### config.mk
export PLATFORM = sky130hd
export DESIGN_NAME = v_hier_qmon
export DESIGN_NICKNAME = d
export VERILOG_FILES = /design/src/rtl/v_hier_qmon.sv
export SDC_FILE = /design/constraint.sdc
export NUM_CORES = 1
export LEC_CHECK = 0
export CORE_UTILIZATION = 51
export CTS_CLUSTER_DIAMETER = 30
export DETAILED_ROUTE_END_ITERATION = 10
export GPL_ROUTABILITY_DRIVEN = 0
export HOLD_SLACK_MARGIN = 0.05
export PLACE_DENSITY = 0.74
export SYNTH_ARGS = -nofsm -noshare
export SYNTH_HDL_FRONTEND = slang
export SYNTH_SLANG_ARGS = --single-unit
### constraint.sdc
create_clock -name clk -period 2.85 [get_ports clk]
set_input_delay 0.7125 -clock clk [delete_from_list [all_inputs] [get_ports clk]]
set_output_delay 0.7125 -clock clk [all_outputs]
set_load 0.02 [all_outputs]
### src/rtl/v_hier_qmon.sv
// v_hier_qmon
//   Watches the hierarchy sub-block's output vector (qvec). The vector is
//   brought into the clk domain through a two-stage synchroniser. Every bit
//   change becomes an event tagged with a free-running timestamp and a
//   per-bit rise mask. Events are queued in a small FIFO and drained to a
//   valid/ready sink. Events that arrive while the FIFO is full are dropped
//   and counted in a saturating counter.
//
// Ports
//   clk        rising-edge clock
//   reset_l    asynchronous active-low reset
//   qvec       monitored vector (may be asynchronous to clk)
//   enable     event capture enable; the change detector keeps tracking when low
//   out_valid  FIFO head entry valid
//   out_ready  sink accepts the head entry
//   out_vec    synchronised vector value at the event (0 when idle)
//   out_rise   bits that went 0->1 at the event (0 when idle)
//   out_ts     timestamp of the event (0 when idle)
//   level      current FIFO occupancy
//   ovf_count  dropped-event count, saturating at 255, cleared only by reset
module v_hier_qmon #(
  parameter int WIDTH = 4,
  parameter int DEPTH = 4,
  parameter int TSW   = 8
) (
  input  logic                     clk,
  input  logic                     reset_l,
  input  logic [WIDTH-1:0]         qvec,
  input  logic                     enable,
  output logic                     out_valid,
  input  logic                     out_ready,
  output logic [WIDTH-1:0]         out_vec,
  output logic [WIDTH-1:0]         out_rise,
  output logic [TSW-1:0]           out_ts,
  output logic [$clog2(DEPTH):0]   level,
  output logic [7:0]               ovf_count
);

  localparam int AW = $clog2(DEPTH);
  localparam int PW = AW + 1;

  logic [WIDTH-1:0] sync1, sync2, prev;
  logic [WIDTH-1:0] cur, rise;
  logic             change;
  logic [TSW-1:0]   ts;

  // Pointers carry one extra MSB so full and empty are distinguishable.
  logic [PW-1:0]    wptr, rptr;

  logic [WIDTH-1:0] mem_vec  [DEPTH];
  logic [WIDTH-1:0] mem_rise [DEPTH];
  logic [TSW-1:0]   mem_ts   [DEPTH];

  logic push_req, pop, full, do_push, ovf;

  always_comb begin
    cur      = sync2;
    change   = (cur != prev);
    rise     = cur & ~prev;
    push_req = enable & change;
    level    = wptr - rptr;
    out_valid = (level != '0);
    full     = (level == PW'(DEPTH));
    pop      = out_valid & out_ready;
    // A pop on a full FIFO frees the slot the same edge, so the push lands.
    do_push  = push_req & (~full | pop);
    ovf      = push_req & full & ~pop;
  end

  always_comb begin
    out_vec  = '0;
    out_rise = '0;
    out_ts   = '0;
    if (out_valid) begin
      out_vec  = mem_vec[rptr[AW-1:0]];
      out_rise = mem_rise[rptr[AW-1:0]];
      out_ts   = mem_ts[rptr[AW-1:0]];
    end
  end

  always_ff @(posedge clk or negedge reset_l) begin
    if (!reset_l) begin
      sync1     <= '0;
      sync2     <= '0;
      prev      <= '0;
      ts        <= '0;
      wptr      <= '0;
      rptr      <= '0;
      ovf_count <= '0;
    end else begin
      sync1 <= qvec;
      sync2 <= sync1;
      prev  <= sync2;
      ts    <= ts + TSW'(1);
      if (do_push) wptr <= wptr + PW'(1);
      if (pop)     rptr <= rptr + PW'(1);
      if (ovf && (ovf_count != '1)) ovf_count <= ovf_count + 8'd1;
    end
  end

  // Storage needs no reset: entries are only visible between rptr and wptr.
  always_ff @(posedge clk) begin
    if (do_push) begin
      mem_vec[wptr[AW-1:0]]  <= cur;
      mem_rise[wptr[AW-1:0]] <= rise;
      mem_ts[wptr[AW-1:0]]   <= ts;
    end
  end

endmodule

Yosys cells after proc, flatten, opt, wreduce, memory -nomap -nowiden
Memories as Yosys holds them, arrays and structs flattened.
Cells that the tools add are included.
- logic and storage cells: 35
- output and inout bits: 28
- memories kept: 3
- latch bits: 0
- memory bits (read-only): 0
- flip-flop bits (word level): 34
- bits in writable memories: 64
- bitwise gates (word level): 10
- $mul: 0
- $add $sub $neg: 5
- order comparisons: 0
- divide/modulo/power cells: 0
- multiplexer cells: 5
- reductions and logical operators: 2
- equality and inequality tests: 3
- shift-type cells: 0
- memory list (memory ; words ; bits a word ; rd ports ; clocked after Yosys merged registers in ; write ports ; line ; text):
    mem_ts ; 4 ; 8 ; 1 ; 0 ; 1 ; 52 ; logic [TSW-1:0] mem_ts [DEPTH];
    mem_rise ; 4 ; 4 ; 1 ; 0 ; 1 ; 51 ; logic [WIDTH-1:0] mem_rise [DEPTH];
    mem_vec ; 4 ; 4 ; 1 ; 0 ; 1 ; 50 ; logic [WIDTH-1:0] mem_vec [DEPTH];
- operators with widths (kind ; number):
    adder 8 x 1 -> 8 bit, second input constant ; 2
    2-to-1 mux 4 bit ; 2
    2-to-1 mux 8 bit ; 1
    inequality test 8 bit, second input constant ; 1
    adder 3 x 1 -> 3 bit, second input constant ; 2
    bitwise AND 1 bit ; 5
    bitwise AND 4 bit ; 1
    inequality test 4 bit ; 1
    NOT 4 bit ; 1
    == test 3 bit, second input constant ; 1
    nonzero test 3 bit ; 1
    subtractor 3 bit ; 1
    2-to-1 mux 1 bit ; 2
    NOT 1 bit ; 2
    logical AND 1 bit ; 1
    bitwise OR 1 bit ; 1

Depth between registers and ports, before layout
Gate-level depths: netlist of run 1.
- depth in word-level cells: 7
- gate-level depth with buffers: 8
- gate-level depth less buffers: 7

Worst setup path before layout of run 1
No wires, ideal clock.
- path kind: register -> output
- start: register wptr[0]
- end: output port out_vec[2]
- data required time: 2.138 ns
- path buffers: 2
- stages on the path, launching flop included: 9
- path slack: -0.059 ns
- data arrival time: 2.196 ns
- path through: dfrtp_1 inv_1 ha_1 fa_1 xor3_2 or3_1 buf_6 buf_6 and2_1
- longest elaborated chain between the ends: 3
- ends and longest elaborated chain (element ; line ; text):
    start, declared ; 48 ; logic [PW-1:0] wptr, rptr;
    start signal, assigned ; 95 ; if (do_push) wptr <= wptr + PW'(1);
    subtractor 3 bit ; 61 ; level = wptr - rptr;
    named net level[2] ; 35 ; output logic [$clog2(DEPTH):0] level,
    nonzero test 3 bit ; 62 ; out_valid = (level != '0);
    named net out_valid ; 30 ; output logic out_valid,
    2-to-1 mux 4 bit ; 74 ; if (out_valid) begin
    end, declared ; 32 ; output logic [WIDTH-1:0] out_vec,
The timed path passes the listed nets, and every way through them passes these cells.

Final worst setup path of run 1
- start: register rptr[0]
- end: output port out_ts[1]
- longest elaborated chain between the ends: 3
- ends and longest elaborated chain (element ; line ; text):
    start, declared ; 48 ;
    start signal, assigned ; 96 ; if (pop) rptr <= rptr + PW'(1);
    subtractor 3 bit ; 61 ;
    nonzero test 3 bit ; 62 ;
    2-to-1 mux 8 bit * ; 74 ;
    end, declared ; 34 ; output logic [TSW-1:0] out_ts,
Every way passes the cells marked *; elsewhere a longest branch is shown, timed or not.

==> impl_metrics.ini, run 1 <==
[global_route]
grt_first_pass_wirelength_um = 10800
grt_max_degree = 35
grt_util_met3_pct = 2.88
met2_usage_pct = 28.4
grt_pass1_vias = 2031
track_usage_pct = 17.8
antenna_found_initial = 0
overflow = 0
grt.busiest_layer = met2
met1_usage_pct = 24.9

[routing]
wire_per_inst_um = 16.8
drt_iter0_drc = 113
via_count = 1929
avgViaCountPerCell = 5.08
drt_wl_total_um = 6400
firstDrtPassIters = 4
drc_errors = 0
antenna_left = 0

[floorplanning]
die_w_um = 90.1
die_area_mm2 = 0.00811
row_count = 31
boundaryPins = 36
die_y_um = 90.1
core-area_mm2 = 0.00737
start_util_pct = 53.7

[clocking]
cts_made_buffers = 9
clk_latency_ns = 0.35
clkSlewWorstSetupHoldPaths_ns = 0.09
cts_tree = done
holdBufCountCts = 0
root_buffer = clkbuf_8
clock_sinks = 98
htree_levels = 3
clock_path_buffers = 2

[hold_path]
hold_class = flip-flop to flip-flop
hold_depth = 0
min_from = sync1[1]$_DFF_PN0_
hold_path_end = cur[1]$_DFF_PN0_

[setup_path]
reg2reg_slack_ns = 0.50
cp-end-kind = primary output
crit_fanout = 18
r2r-start = rptr[0]$_DFFE_PN0P_
worstPathRequired_ns = 2.14
start_kind = flip-flop
r2r_cells = 8
critPathKind = flip-flop to primary output
r2r-end = rptr[1]$_DFFE_PN0P_
cp.arrival_ns = 2.40

[sta]
setup_ws_ns = -0.266
max_freq_mhz = 321
finalHoldViolations = 0
fin_crit_ns = 3.12
finClkSkew_ns = 0.0104
worst_pin_slew_ns = 0.459
maxSlewViolCount = 0
setup_violations = 17
rsz0062_at_grt = true
max_slew_margin_pct = 69.3
period_share_pct = 109

[cells_and_area]
diodes = 0
nFillCells = 526
multiInputGateArea_mm2 = 0.00110
fin_nets = 297
ff_latch_area_mm2 = 0.00277
fin_util_pct = 64.2
area_growth_pct = 19.7
drive_gt1_share_pct = 33.1

[power]
swShare_pct = 35.0
p_sw_mw = 1.90
p_total_mw = 5.43
peakVddDrop_mv = 0.627
power_frac_clock_pct = 14.4
combPwrFrac_pct = 50.8
p_leak_nw = 1.89
power.internal_mw = 3.53
p_seq_share_pct = 34.8
p_per_area_mw_per_mm2 = 1150

[logic_synthesis]
syn_inst = 219
avgSynthCellArea_um2 = 18.1
syn_area_mm2 = 0.00395
ys_seq_area_share_pct = 70.1
ys_seq_elements = 98
ys_types = 32
yosys_warnings = 0
synthesis.nets = 240

[outcome]
violations = negative setup slack
status = complete, but fails checks

[flow_run]
cap_violations = 0

[placed_design]
post-dp-hpwl_um = 4050
dp_slack_ns = -0.335
portBuffers = 35
==> metrics by stage <==
stage	cell area (um2)	instances	TNS, ns	hold WS (ns)
2_1_floorplan	3950	219	-0.0412	0.331
3_3_place_gp	4560	362	-4.28	0.336
3_5_place_dp	4560	362	-5.04	0.342
4_1_cts	4710	378	-4.13	0.362
5_1_grt	4730	380	-4.84	0.377
6_report	4730	380	-3.73	0.357
==> power by group through the flow <==
stage / Combinational (mW) / Clock, mW / Sequential (mW)
after floorplan: 1.65 / 0 / 1.93
after global placement: 2.77 / 0 / 1.91
after detailed placement: 2.83 / 0 / 1.92
after CTS: 2.72 / 0.797 / 1.90
after global routing: 2.94 / 0.859 / 1.92
final: 2.76 / 0.782 / 1.89
==> worst max-delay path by stage <==
stage	startpoint	endpoint	slack, ns	cells past startpoint
6_report	rptr[0]$_DFFE_PN0P_	out_ts[1]	-0.27	7
5_1_grt	wptr[0]$_DFFE_PN0P_	out_ts[1]	-0.33	8
4_1_cts	rptr[0]$_DFFE_PN0P_	out_ts[1]	-0.28	7
3_5_place_dp	wptr[0]$_DFFE_PN0P_	out_ts[1]	-0.33	8
3_3_place_gp	wptr[0]$_DFFE_PN0P_	out_ts[7]	-0.28	8
2_1_floorplan	wptr[0]$_DFFE_PN0P_	out_vec[2]	-0.04	8
==> critical path: stages (launching register included) <==
cell	delay (ns)
dfrtp_1	0.42
ha_4	0.17
fa_2	0.54
inv_2	0.04
or3_4	0.40
buf_12	0.17
and2_2	0.17
buf_2	0.15
==> flip-flops by register name (all words and copies together), names as in the netlist <==
register,cells
cur,4
mem_rise,16
mem_ts,32
mem_vec,16
ovf_count,8
prev,4
rptr,3
sync1,4
ts,8
wptr,3
==> what timing repair did <==
action,CTS,global route
endpoints found under the setup margin,19,17
gates resized for setup,84,7
endpoints found under the hold margin,0,0
setup buffers,0,2
==> cell usage in the layout, fill, tap and decap left out, drive strengths merged, types with 2 or more instances in the layout <==
cell            n
clkbuf         11
clkdlybuf4s50  16
or3             2
buf            34
nand2           5
mux2            3
nor2            6
and2           16
ha             12
nor3            3
edfxtp         64
nand3           6
mux4           16
nand4           4
dfrtp          34
dlygate4sd2     2
clkinv          2
nor4            2
xor2            8
xnor2           9
inv            18
==> cells by family (layout without fill, tap and decap cells) <==
group	after synthesis	after routing	share of synthesized area (%)
buf+inv	22	84	2.53
flops	98	98	70.1
fa+ha+maj	13	13	4.30
mux	19	19	10.1
simple gates	47	47	8.10
xor+xnor	18	18	4.40
compound gates	2	2	0.475
==> routing by layer <==
metal,vias to the layer above,wire length (um)
met2,39,3190
li1,919,-
met5,-,0
met3,6,234
met4,0,65
met1,965,2910
==> final cells by class <==
class                      instances  share of cell area [%]
sequential                        98                    58.6
timing repair buffer              52                    10.6
clock inverter                     5                   0.820
multi-input combinational         99                    23.3
clock buffer                      11                    2.78
tap                               99                    2.62
inverter                          16                    1.27
==> synth_stat cells <==
library cell | count | share of area, %
a211o_2 | 1 | 0.25
a21o_2 | 1 | 0.22
and2_1 | 1 | 0.16
and2_2 | 7 | 1.3
and2_4 | 8 | 1.8
and3b_1 | 1 | 0.22
and4_1 | 1 | 0.22
buf_1 | 1 | 0.095
buf_2 | 2 | 0.25
buf_6 | 2 | 0.57
clkbuf_1 | 1 | 0.095
dfrtp_1 | 34 | 22
edfxtp_1 | 64 | 49
fa_1 | 1 | 0.51
ha_1 | 12 | 3.8
inv_1 | 16 | 1.5
mux2_2 | 2 | 0.57
mux2_4 | 1 | 0.38
mux4_2 | 16 | 9.1
nand2_1 | 4 | 0.38
nand2_4 | 1 | 0.28
nand3_1 | 6 | 0.76
nand4_1 | 3 | 0.47
nand4_4 | 1 | 0.54
nor2_1 | 6 | 0.57
nor3_1 | 3 | 0.38
nor4_1 | 2 | 0.32
nor4b_2 | 1 | 0.38
or3_1 | 2 | 0.32
xnor2_1 | 9 | 2.0
xor2_1 | 8 | 1.8
xor3_2 | 1 | 0.63
(Power assumes the default switching activity.)
==> run 2, diff against run 1 <==
CTS_CLUSTER_SIZE = 28   (was unset)
==> results of run 2 <==
The final DEF is identical to that of run 1; final timing and power are the same.
